$ cat config.mk
export PLATFORM = sky130hd
export DESIGN_NAME = multicycle_ctrl_flat
export DESIGN_NICKNAME = d
export VERILOG_FILES = /design/src/rtl/multicycle_ctrl_pkg.sv /design/src/rtl/multicycle_ctrl_if.sv /design/src/rtl/multicycle_ctrl_decode.sv /design/src/rtl/multicycle_ctrl.sv /design/src/flat_wrapper.sv
export SDC_FILE = /design/constraint.sdc
export NUM_CORES = 1
export LEC_CHECK = 0
export CAP_MARGIN = 30
export CORE_MARGIN = 4
export CORE_UTILIZATION = 33
export DETAILED_ROUTE_END_ITERATION = 8
export GPL_TIMING_DRIVEN = 0
export PLACE_DENSITY = 0.78
export REMOVE_ABC_BUFFERS = 1
export SYNTH_ARGS = -nofsm -noshare
export SYNTH_HDL_FRONTEND = slang
export SYNTH_SLANG_ARGS = --single-unit
$ cat constraint.sdc
create_clock -name clk -period 1.6 [get_ports clk]
set_input_delay 0.24 -clock clk [delete_from_list [all_inputs] [get_ports clk]]
set_output_delay 0.24 -clock clk [all_outputs]
set_load 0.01 [all_outputs]
$ cat src/rtl/multicycle_ctrl_pkg.sv
// multicycle_ctrl_pkg: opcodes, ALU/condition codes, FSM states and control word for the multi-cycle controller
package multicycle_ctrl_pkg;
  localparam int OPW = 6;
  localparam int ALUOPW = 4;
  typedef enum logic [2:0] {
    S_FETCH  = 3'd0,
    S_DECODE = 3'd1,
    S_EXEC   = 3'd2,
    S_MEM    = 3'd3,
    S_WB     = 3'd4,
    S_HALT   = 3'd5
  } state_e;
  localparam logic [OPW-1:0] OP_ALU  = 6'd0;
  localparam logic [OPW-1:0] OP_ALUI = 6'd1;
  localparam logic [OPW-1:0] OP_LD   = 6'd2;
  localparam logic [OPW-1:0] OP_ST   = 6'd3;
  localparam logic [OPW-1:0] OP_BR   = 6'd4;
  localparam logic [OPW-1:0] OP_HALT = 6'd63;
  localparam logic [ALUOPW-1:0] ALU_ADD = 4'd0;
  localparam logic [1:0] COND_ALWAYS  = 2'd0;
  localparam logic [1:0] COND_LESS    = 2'd1;
  localparam logic [1:0] COND_GREATER = 2'd2;
  localparam logic [1:0] COND_EQUAL   = 2'd3;
  typedef struct packed {
    logic              mem_req;
    logic              mem_we;
    logic              iord_sel;
    logic              ir_write;
    logic              pc_write;
    logic              pc_src_sel;
    logic              alu_src_sel;
    logic [ALUOPW-1:0] alu_op;
    logic [1:0]        cond_sel;
    logic              reg_we;
    logic              wb_sel;
    logic              instr_done;
    logic              halted;
  } ctrl_t;
  function automatic logic op_known(input logic [OPW-1:0] op);
    return op inside {OP_ALU, OP_ALUI, OP_LD, OP_ST, OP_BR, OP_HALT};
  endfunction
endpackage

$ cat src/rtl/multicycle_ctrl_if.sv
// multicycle_ctrl_if: IR fields, condition result, memory handshake and datapath controls; RETIRE_CNT_EN adds retire_cnt
interface multicycle_ctrl_if;
  import multicycle_ctrl_pkg::*;
  logic [OPW-1:0]    opcode;
  logic [ALUOPW-1:0] funct;
  logic [1:0]        br_cond;
  logic              cond_met;
  logic              mem_ready;
  logic              mem_req;
  logic              mem_we;
  logic              iord_sel;
  logic              ir_write;
  logic              pc_write;
  logic              pc_src_sel;
  logic              alu_src_sel;
  logic [ALUOPW-1:0] alu_op;
  logic [1:0]        cond_sel;
  logic              reg_we;
  logic              wb_sel;
  logic              instr_done;
  logic              illegal_op;
  logic              halted;
`ifdef RETIRE_CNT_EN
  logic [31:0]       retire_cnt;
`endif
  modport master (
    input  opcode, funct, br_cond, cond_met, mem_ready,
    output mem_req, mem_we, iord_sel, ir_write, pc_write, pc_src_sel, alu_src_sel,
           alu_op, cond_sel, reg_we, wb_sel, instr_done, illegal_op, halted
`ifdef RETIRE_CNT_EN
    , output retire_cnt
`endif
  );
  modport slave (
    output opcode, funct, br_cond, cond_met, mem_ready,
    input  mem_req, mem_we, iord_sel, ir_write, pc_write, pc_src_sel, alu_src_sel,
           alu_op, cond_sel, reg_we, wb_sel, instr_done, illegal_op, halted
`ifdef RETIRE_CNT_EN
    , input retire_cnt
`endif
  );
endinterface

$ cat src/rtl/multicycle_ctrl_decode.sv
// multicycle_ctrl_decode: combinational state+opcode to control word
module multicycle_ctrl_decode
  import multicycle_ctrl_pkg::*;
(
  input  state_e            state_i,
  input  logic [OPW-1:0]    opcode_i,
  input  logic [ALUOPW-1:0] funct_i,
  input  logic [1:0]        br_cond_i,
  input  logic              cond_met_i,
  input  logic              mem_ready_i,
  output ctrl_t             ctrl_o
);
  always_comb begin
    ctrl_o = '0;
    ctrl_o.alu_op = ALU_ADD;
    case (state_i)
      S_FETCH: begin
        ctrl_o.mem_req = 1'b1;
        ctrl_o.ir_write = mem_ready_i;
        ctrl_o.pc_write = mem_ready_i;
      end
      S_DECODE: ctrl_o.instr_done = !op_known(opcode_i);
      S_EXEC: begin
        ctrl_o.alu_src_sel = opcode_i inside {OP_ALUI, OP_LD, OP_ST};
        ctrl_o.alu_op = (opcode_i inside {OP_ALU, OP_ALUI}) ? funct_i : ALU_ADD;
        ctrl_o.cond_sel = (opcode_i == OP_BR) ? br_cond_i : 2'd0;
        ctrl_o.pc_src_sel = opcode_i == OP_BR;
        ctrl_o.pc_write = (opcode_i == OP_BR) && cond_met_i;
        ctrl_o.instr_done = opcode_i == OP_BR;
      end
      S_MEM: begin
        ctrl_o.mem_req = 1'b1;
        ctrl_o.iord_sel = 1'b1;
        ctrl_o.mem_we = opcode_i == OP_ST;
        ctrl_o.instr_done = (opcode_i == OP_ST) && mem_ready_i;
      end
      S_WB: begin
        ctrl_o.reg_we = 1'b1;
        ctrl_o.wb_sel = opcode_i == OP_LD;
        ctrl_o.instr_done = 1'b1;
      end
      S_HALT: ctrl_o.halted = 1'b1;
      default: ctrl_o = '0;
    endcase
  end
endmodule

$ cat src/rtl/multicycle_ctrl.sv
// multicycle_ctrl: fetch/decode/exec/mem/wb sequencer; define RETIRE_CNT_EN for the retire_cnt counter
module multicycle_ctrl
  import multicycle_ctrl_pkg::*;
(
  input logic clk,
  input logic rst,
  multicycle_ctrl_if.master bus
);
  state_e state_q, state_d;
  logic illegal_q, illegal_d;
  ctrl_t ctrl, ctrl_g;
  multicycle_ctrl_decode u_decode (
    .state_i     (state_q),
    .opcode_i    (bus.opcode),
    .funct_i     (bus.funct),
    .br_cond_i   (bus.br_cond),
    .cond_met_i  (bus.cond_met),
    .mem_ready_i (bus.mem_ready),
    .ctrl_o      (ctrl)
  );
  always_comb begin
    state_d = state_q;
    case (state_q)
      S_FETCH:  state_d = bus.mem_ready ? S_DECODE : S_FETCH;
      S_DECODE: state_d = (bus.opcode == OP_HALT) ? S_HALT : op_known(bus.opcode) ? S_EXEC : S_FETCH;
      S_EXEC:   state_d = (bus.opcode inside {OP_ALU, OP_ALUI}) ? S_WB :
                          (bus.opcode inside {OP_LD, OP_ST}) ? S_MEM : S_FETCH;
      S_MEM:    state_d = !bus.mem_ready ? S_MEM : (bus.opcode == OP_LD) ? S_WB : S_FETCH;
      S_WB:     state_d = S_FETCH;
      S_HALT:   state_d = S_HALT;
      default:  state_d = S_FETCH;
    endcase
    illegal_d = illegal_q | ((state_q == S_DECODE) && !op_known(bus.opcode));
  end
  always_ff @(posedge clk) begin
    if (rst) begin
      state_q <= S_FETCH;
      illegal_q <= 1'b0;
    end else begin
      state_q <= state_d;
      illegal_q <= illegal_d;
    end
  end
  // reset masks every output combinationally so a mid-access reset drops mem_req at once
  assign ctrl_g = rst ? '0 : ctrl;
  assign bus.mem_req = ctrl_g.mem_req;
  assign bus.mem_we = ctrl_g.mem_we;
  assign bus.iord_sel = ctrl_g.iord_sel;
  assign bus.ir_write = ctrl_g.ir_write;
  assign bus.pc_write = ctrl_g.pc_write;
  assign bus.pc_src_sel = ctrl_g.pc_src_sel;
  assign bus.alu_src_sel = ctrl_g.alu_src_sel;
  assign bus.alu_op = ctrl_g.alu_op;
  assign bus.cond_sel = ctrl_g.cond_sel;
  assign bus.reg_we = ctrl_g.reg_we;
  assign bus.wb_sel = ctrl_g.wb_sel;
  assign bus.instr_done = ctrl_g.instr_done;
  assign bus.halted = ctrl_g.halted;
  assign bus.illegal_op = illegal_q & ~rst;
`ifdef RETIRE_CNT_EN
  logic [31:0] cnt_q;
  always_ff @(posedge clk) begin
    if (rst) cnt_q <= '0;
    else cnt_q <= cnt_q + {31'd0, ctrl.instr_done};
  end
  assign bus.retire_cnt = rst ? '0 : cnt_q;
`endif
endmodule
$ cat src/flat_wrapper.sv
// flat-port wrapper written by rule: the top's interface ports become plain ports
module multicycle_ctrl_flat import multicycle_ctrl_pkg::*;
  (clk, rst, bus_opcode, bus_funct, bus_br_cond, bus_cond_met, bus_mem_ready, bus_mem_req, bus_mem_we, bus_iord_sel, bus_ir_write, bus_pc_write, bus_pc_src_sel, bus_alu_src_sel, bus_alu_op, bus_cond_sel, bus_reg_we, bus_wb_sel, bus_instr_done, bus_illegal_op, bus_halted);
  multicycle_ctrl_if bus_i ();
  input logic clk;
  input logic rst;
  input wire logic [$bits(bus_i.opcode)-1:0] bus_opcode;
  input wire logic [$bits(bus_i.funct)-1:0] bus_funct;
  input wire logic [$bits(bus_i.br_cond)-1:0] bus_br_cond;
  input wire logic [$bits(bus_i.cond_met)-1:0] bus_cond_met;
  input wire logic [$bits(bus_i.mem_ready)-1:0] bus_mem_ready;
  output wire logic [$bits(bus_i.mem_req)-1:0] bus_mem_req;
  output wire logic [$bits(bus_i.mem_we)-1:0] bus_mem_we;
  output wire logic [$bits(bus_i.iord_sel)-1:0] bus_iord_sel;
  output wire logic [$bits(bus_i.ir_write)-1:0] bus_ir_write;
  output wire logic [$bits(bus_i.pc_write)-1:0] bus_pc_write;
  output wire logic [$bits(bus_i.pc_src_sel)-1:0] bus_pc_src_sel;
  output wire logic [$bits(bus_i.alu_src_sel)-1:0] bus_alu_src_sel;
  output wire logic [$bits(bus_i.alu_op)-1:0] bus_alu_op;
  output wire logic [$bits(bus_i.cond_sel)-1:0] bus_cond_sel;
  output wire logic [$bits(bus_i.reg_we)-1:0] bus_reg_we;
  output wire logic [$bits(bus_i.wb_sel)-1:0] bus_wb_sel;
  output wire logic [$bits(bus_i.instr_done)-1:0] bus_instr_done;
  output wire logic [$bits(bus_i.illegal_op)-1:0] bus_illegal_op;
  output wire logic [$bits(bus_i.halted)-1:0] bus_halted;
  assign bus_i.opcode = bus_opcode;
  assign bus_i.funct = bus_funct;
  assign bus_i.br_cond = bus_br_cond;
  assign bus_i.cond_met = bus_cond_met;
  assign bus_i.mem_ready = bus_mem_ready;
  assign bus_mem_req = bus_i.mem_req;
  assign bus_mem_we = bus_i.mem_we;
  assign bus_iord_sel = bus_i.iord_sel;
  assign bus_ir_write = bus_i.ir_write;
  assign bus_pc_write = bus_i.pc_write;
  assign bus_pc_src_sel = bus_i.pc_src_sel;
  assign bus_alu_src_sel = bus_i.alu_src_sel;
  assign bus_alu_op = bus_i.alu_op;
  assign bus_cond_sel = bus_i.cond_sel;
  assign bus_reg_we = bus_i.reg_we;
  assign bus_wb_sel = bus_i.wb_sel;
  assign bus_instr_done = bus_i.instr_done;
  assign bus_illegal_op = bus_i.illegal_op;
  assign bus_halted = bus_i.halted;
  multicycle_ctrl u_core (.clk(clk), .rst(rst), .bus(bus_i));
endmodule
---- After elaboration in Yosys (flattened, before gate mapping) ----
Index checks and enable logic that the tools add are counted.
word-level totals
  input bits .............................. 16
  memories ................................ 0
  logic and storage cells ................. 45
  register bits ........................... 4
  bits in latches ......................... 0
  output and inout bits ................... 18
  memory bits (writable) .................. 0
  memory bits (read-only) ................. 0
operators by class
  multipliers ............................. 0
  equal/unequal tests ..................... 10
  shift operators ......................... 0
  divide/modulo/power cells ............... 0
  reductions and logical operators ........ 11
  muxes and demuxes ....................... 19
  add/subtract/negate cells ............... 0
  magnitude comparators ................... 0
  bitwise logic cells ..................... 3
operators by type and width
  kind                                                                    count
  17-bit 2-to-1 mux                                                       1
  3-bit one-hot mux with 5 select lines                                   1
  6-bit by 2-bit equality test with 1-bit output (second input constant)  2
  3-bit 2-to-1 mux                                                        4
  2-bit 2-to-1 mux                                                        5
  8-bit 2-to-1 mux                                                        1
  3-bit by 2-bit equality test with 1-bit output (second input constant)  2
  3-bit equality test (second input constant)                             2
  6-bit by 1-bit equality test with 1-bit output (second input constant)  1
  6-bit by 3-bit equality test with 1-bit output (second input constant)  1
  6-bit equality test (second input constant)                             1
  6-bit zero test                                                         1
  6-bit nonzero test                                                      1
  1-bit 2-to-1 mux                                                        4
  4-bit 2-to-1 mux                                                        1
  1-bit one-hot mux with 4 select lines                                   1
  2-bit nonzero test                                                      2
  3-bit by 1-bit equality test with 1-bit output (second input constant)  1
  1-bit logical AND                                                       3
  3-bit zero test                                                         1
  3-bit nonzero test                                                      1
  1-bit one-hot mux with 2 select lines                                   1
  2-bit OR reduction                                                      1
  1-bit AND                                                               1
  other kinds (3)                                                         3

---- Logic depth before layout (Yosys ltp) ----
  depth in word-level cells ............... 5
  depth in mapped cells ................... 6
  depth with buffers taken out ............ 5

---- By module ----
A second synthesis with hierarchy kept.
unflattened totals
  cell total of the unflattened synthesis .. 81
  area total of the unflattened synthesis .. 589.3 µm²
modules (own cells, without submodules)
  module                  times used  sequential area each (µm²)  cells an instance  area an instance (µm²)
  multicycle_ctrl         1           80.1                        50                 392.9
  multicycle_ctrl_decode  1           0.0                         31                 196.4

---- Worst setup path after synthesis ----
OpenSTA, ideal clock, no wires.
  path kind ............................... flip-flop to output port
  start ................................... register u_core.state_q[0]
  end ..................................... output port bus_cond_sel[0]
  stages on the path, launching flop included .. 6
  path slack .............................. 0.055 ns
  required time ........................... 1.360 ns
  arrival ................................. 1.305 ns
  cell sequence ........................... dfxtp_1 > buf_6 > or3_4 > or2_1 > inv_2 > and2_1
between the ends
  cells in the longest elaborated chain, start to end .. 3
ends and longest elaborated chain
  item                                            RTL line                      source
  from (decl)                                     multicycle_ctrl.sv:9          state_e state_q, state_d;
  from (signal assigned)                          multicycle_ctrl.sv:40         state_q <= state_d;
  3-bit by 2-bit equality test with 1-bit output  multicycle_ctrl_decode.sv:16  case (state_i)
  8-bit 2-to-1 mux                                multicycle_ctrl_decode.sv:16
  17-bit 2-to-1 mux                               multicycle_ctrl.sv:45         assign ctrl_g = rst ? '0 : ctrl;
  to (decl)                                       flat_wrapper.sv:20            output wire logic [$bits(bus_i.cond_sel)-1:0] bus_cond_sel;
No other way between the ends.

---- Worst setup path after layout ----
  start ................................... register u_core.state_q[0]
  end ..................................... output port bus_cond_sel[1]
The elaborated chain is that of the path after synthesis.

==> impl_metrics.py <==
metrics = {
    "setup_path": {
        "startpoint": "u_core.state_q[0]",
        "critPathBufInv": 2,
        "worst_setup_path_end_kind": "primary output",
        "crit_type": "reg2out",
        "cp_data_required_time_ns": 1.36,
        "critical-path-slowest-cell": "or3_4",
        "crit_cells": 5,
        "startpoint_type": "register",
        "critPathArrivalTime_ns": 1.56,
        "r2r_cells": 7,
        "crit_chain": "or3_4 > or2_4 > inv_2 > and2_1 > buf_2",
        "crit_path_max_fanout": 7,
        "regToRegStartpoint": "u_core.state_q[1]",
        "critical_path.top_delay_family": "simple AND/OR/NAND/NOR gates",
        "cpPeakStageDelay_ns": 0.42,
    },
    "sta": {
        "worst_slew_pin_slew_ns": 0.339,
        "period_share_pct": 113,
        "max_slew_margin_pct": 77.4,
        "tns_ns": -1.61,
        "drv_slew": 0,
        "rsz0062_at_grt": "yes",
        "whs_ns": 0.454,
        "clock_skew_ns": 0.000270,
        "setup_viol": 13,
        "max_freq_mhz": 555,
        "min_period_ns": 1.80,
        "hold_viol_final": 0,
        "fin_ws_ns": -0.203,
    },
    "detailed_routing": {
        "dr.pass1.iters": 4,
        "ant_nets": 0,
        "routedWlPerCell_um": 13.4,
        "first_iter_violations": 5,
        "drc": 0,
        "wirelength_um": 1660,
        "vias": 648,
        "routed_via_density": 5.23,
    },
    "placed_design": {
        "routabilityCongestion": 0.841,
        "io_buffers": 33,
        "place_area_um2": 792,
        "dp_cells": 109,
        "hpwl_um": 1140,
        "preCtsSetupSlack_ns": -0.930,
    },
    "final_layout": {
        "fin_cells": 124,
        "final_cell_mix": "12 x buf_2, 12 x buf_4, 9 x clkdlybuf4s50_1, 7 x a21oi_1, 7 x dlygate4sd2_1",
        "areaGrowthSynthToFinish_pct": 95.6,
        "ff_latch_area_um2": 88.8,
        "fill_cells": 115,
        "nets": 127,
        "design_area_um2": 896,
        "drive_gt1_share_pct": 47.7,
        "multi_input_area_um2": 404,
        "final_core_util_pct": 68.8,
        "diodes": 0,
    },
    "yosys": {
        "netlist_instances": 63,
        "synth_top_family_by_area": "simple AND/OR/NAND/NOR gates",
        "synth-simple-area-share_pct": 53.0,
        "ys_async_sr_fraction_pct": 0,
        "synth_warnings": 0,
        "seq_area_frac_synth_pct": 17.5,
        "syn_area_per_cell_um2": 7.27,
        "synth_area_um2": 458,
        "synth_top_area_share_pct": 17.5,
        "ys_types": 31,
        "synth_edf_count": 0,
        "synth_seq_cells": 4,
        "synth_adder_area_share_pct": 0,
        "synth_mux_area_share_pct": 0,
        "synth_compound_area_share_pct": 23.0,
        "ys_top_cells_by_area": "dfxtp_1 17%, and2_1 8.2%, a21oi_1 7.7%, nor4b_4 5.2%, nor2_1 4.9%",
        "synthFlopType": "dfxtp_1",
        "synth_top_area_cell": "dfxtp_1",
        "synthXorXnorAreaFrac_pct": 0,
    },
    "clock_tree": {
        "clk_latency_ns": 0.23,
        "path_clk_slew_ns": 0.04,
        "tritoncts": "built",
        "cts_max_level": 1,
        "cts_num_sinks": 4,
        "cts_buffers": 3,
        "cts_hold_buf": 0,
        "cts_root_buf": "clkbuf_4",
        "clockBufferDepth": 2,
    },
    "die": {
        "die_y_um": 45.3,
        "row_count": 13,
        "dieArea_um2": 2050,
        "ios": 34,
        "core_um2": 1300,
        "fp.dieW_um": 45.3,
        "start_util_pct": 35.2,
    },
    "grt": {
        "grt_start_max_net_pins": 11,
        "grt.met2_usage_pct": 28.0,
        "grt_pass1_vias": 605,
        "overflow": 0,
        "grt_pass1_wl_um": 2600,
        "use_met3_pct": 5.18,
        "antenna_found_initial": 0,
        "grtUsageMet1_pct": 19.2,
        "track_usage_pct": 17.4,
        "top_usage_layer": "met2",
    },
    "hold_path": {
        "whs_path_depth": 2,
        "hp-class": "reg2reg",
        "hp-start": "u_core.illegal_q",
    },
    "run": {
        "drv_cap": 0,
    },
    "power_and_ir_drop": {
        "p_per_area_nw_per_um2": 400,
        "ir_drop_mv": 0.473,
        "finalPower_mw": 0.359,
        "leakagePower_nw": 0.424,
    },
    "run_status": {
        "violations": "negative setup slack",
        "status": "complete, but fails checks",
    },
}
[cell usage after synthesis (2+ instances only)]
library cell	count
a21oi_1	7
and2_1	6
nor2_1	6
dfxtp_1	4
inv_1	3
nand2_1	3
nand2b_1	3
nor3_1	3
o21a_1	3
or2_2	3
and3_1	2
[cell families (layout without fill, tap and decap cells)]
logic type             count (synthesis)  in the layout
AOI/OAI and AO/OA                     16             16
buffers and inverters                  6             52
and+or+nand+nor                       37             37
DFF                                    4              4
[sequential cells by signal, summed over array words and instances (netlist names)]
signal            count
u_core.state_q        3
u_core.illegal_q      1
[metal layers]
layer	up-vias	part of all wire, %
li1	323	-
met1	294	41
met2	27	50
met3	4	8.0
met4	0	1.1
met5	-	0
[final timing paths]
kind | end | slack [ns]
hold reg to reg | u_core.illegal_q | 0.45
setup reg to reg | u_core.state_q[2] | 0.05
hold / removal | u_core.illegal_q | 0.45
setup / recovery | bus_cond_sel[1] | -0.20
[worst min-delay path, cell delays in order, from the launching register on]
cell     delay, ns
dfxtp_1       0.29
inv_1         0.06
a21oi_1       0.06
[area by class of cell]
type,count,area share [%]
sequential,4,9.92
tap,15,2.09
clock buffer,3,2.51
inverter,4,1.96
multi-input combinational,53,45.1
timing repair buffer,45,38.4
[where the power goes]
| group | switching (mW) | internal [mW] |
|---|---|---|
| Sequential | 0.00460 | 0.104 |
| Clock | 0.0376 | 0.0837 |
| Combinational | 0.0583 | 0.0702 |
[timing repair]
item | CTS | global route
setup endpoints to repair | 18 | 15
gates cloned | 0 | 0
buffers inserted | 4 | 8
pin swaps | 12 | 8
gates resized for setup | 80 | 14
No activity file was read; power rests on OpenSTA's default activity.
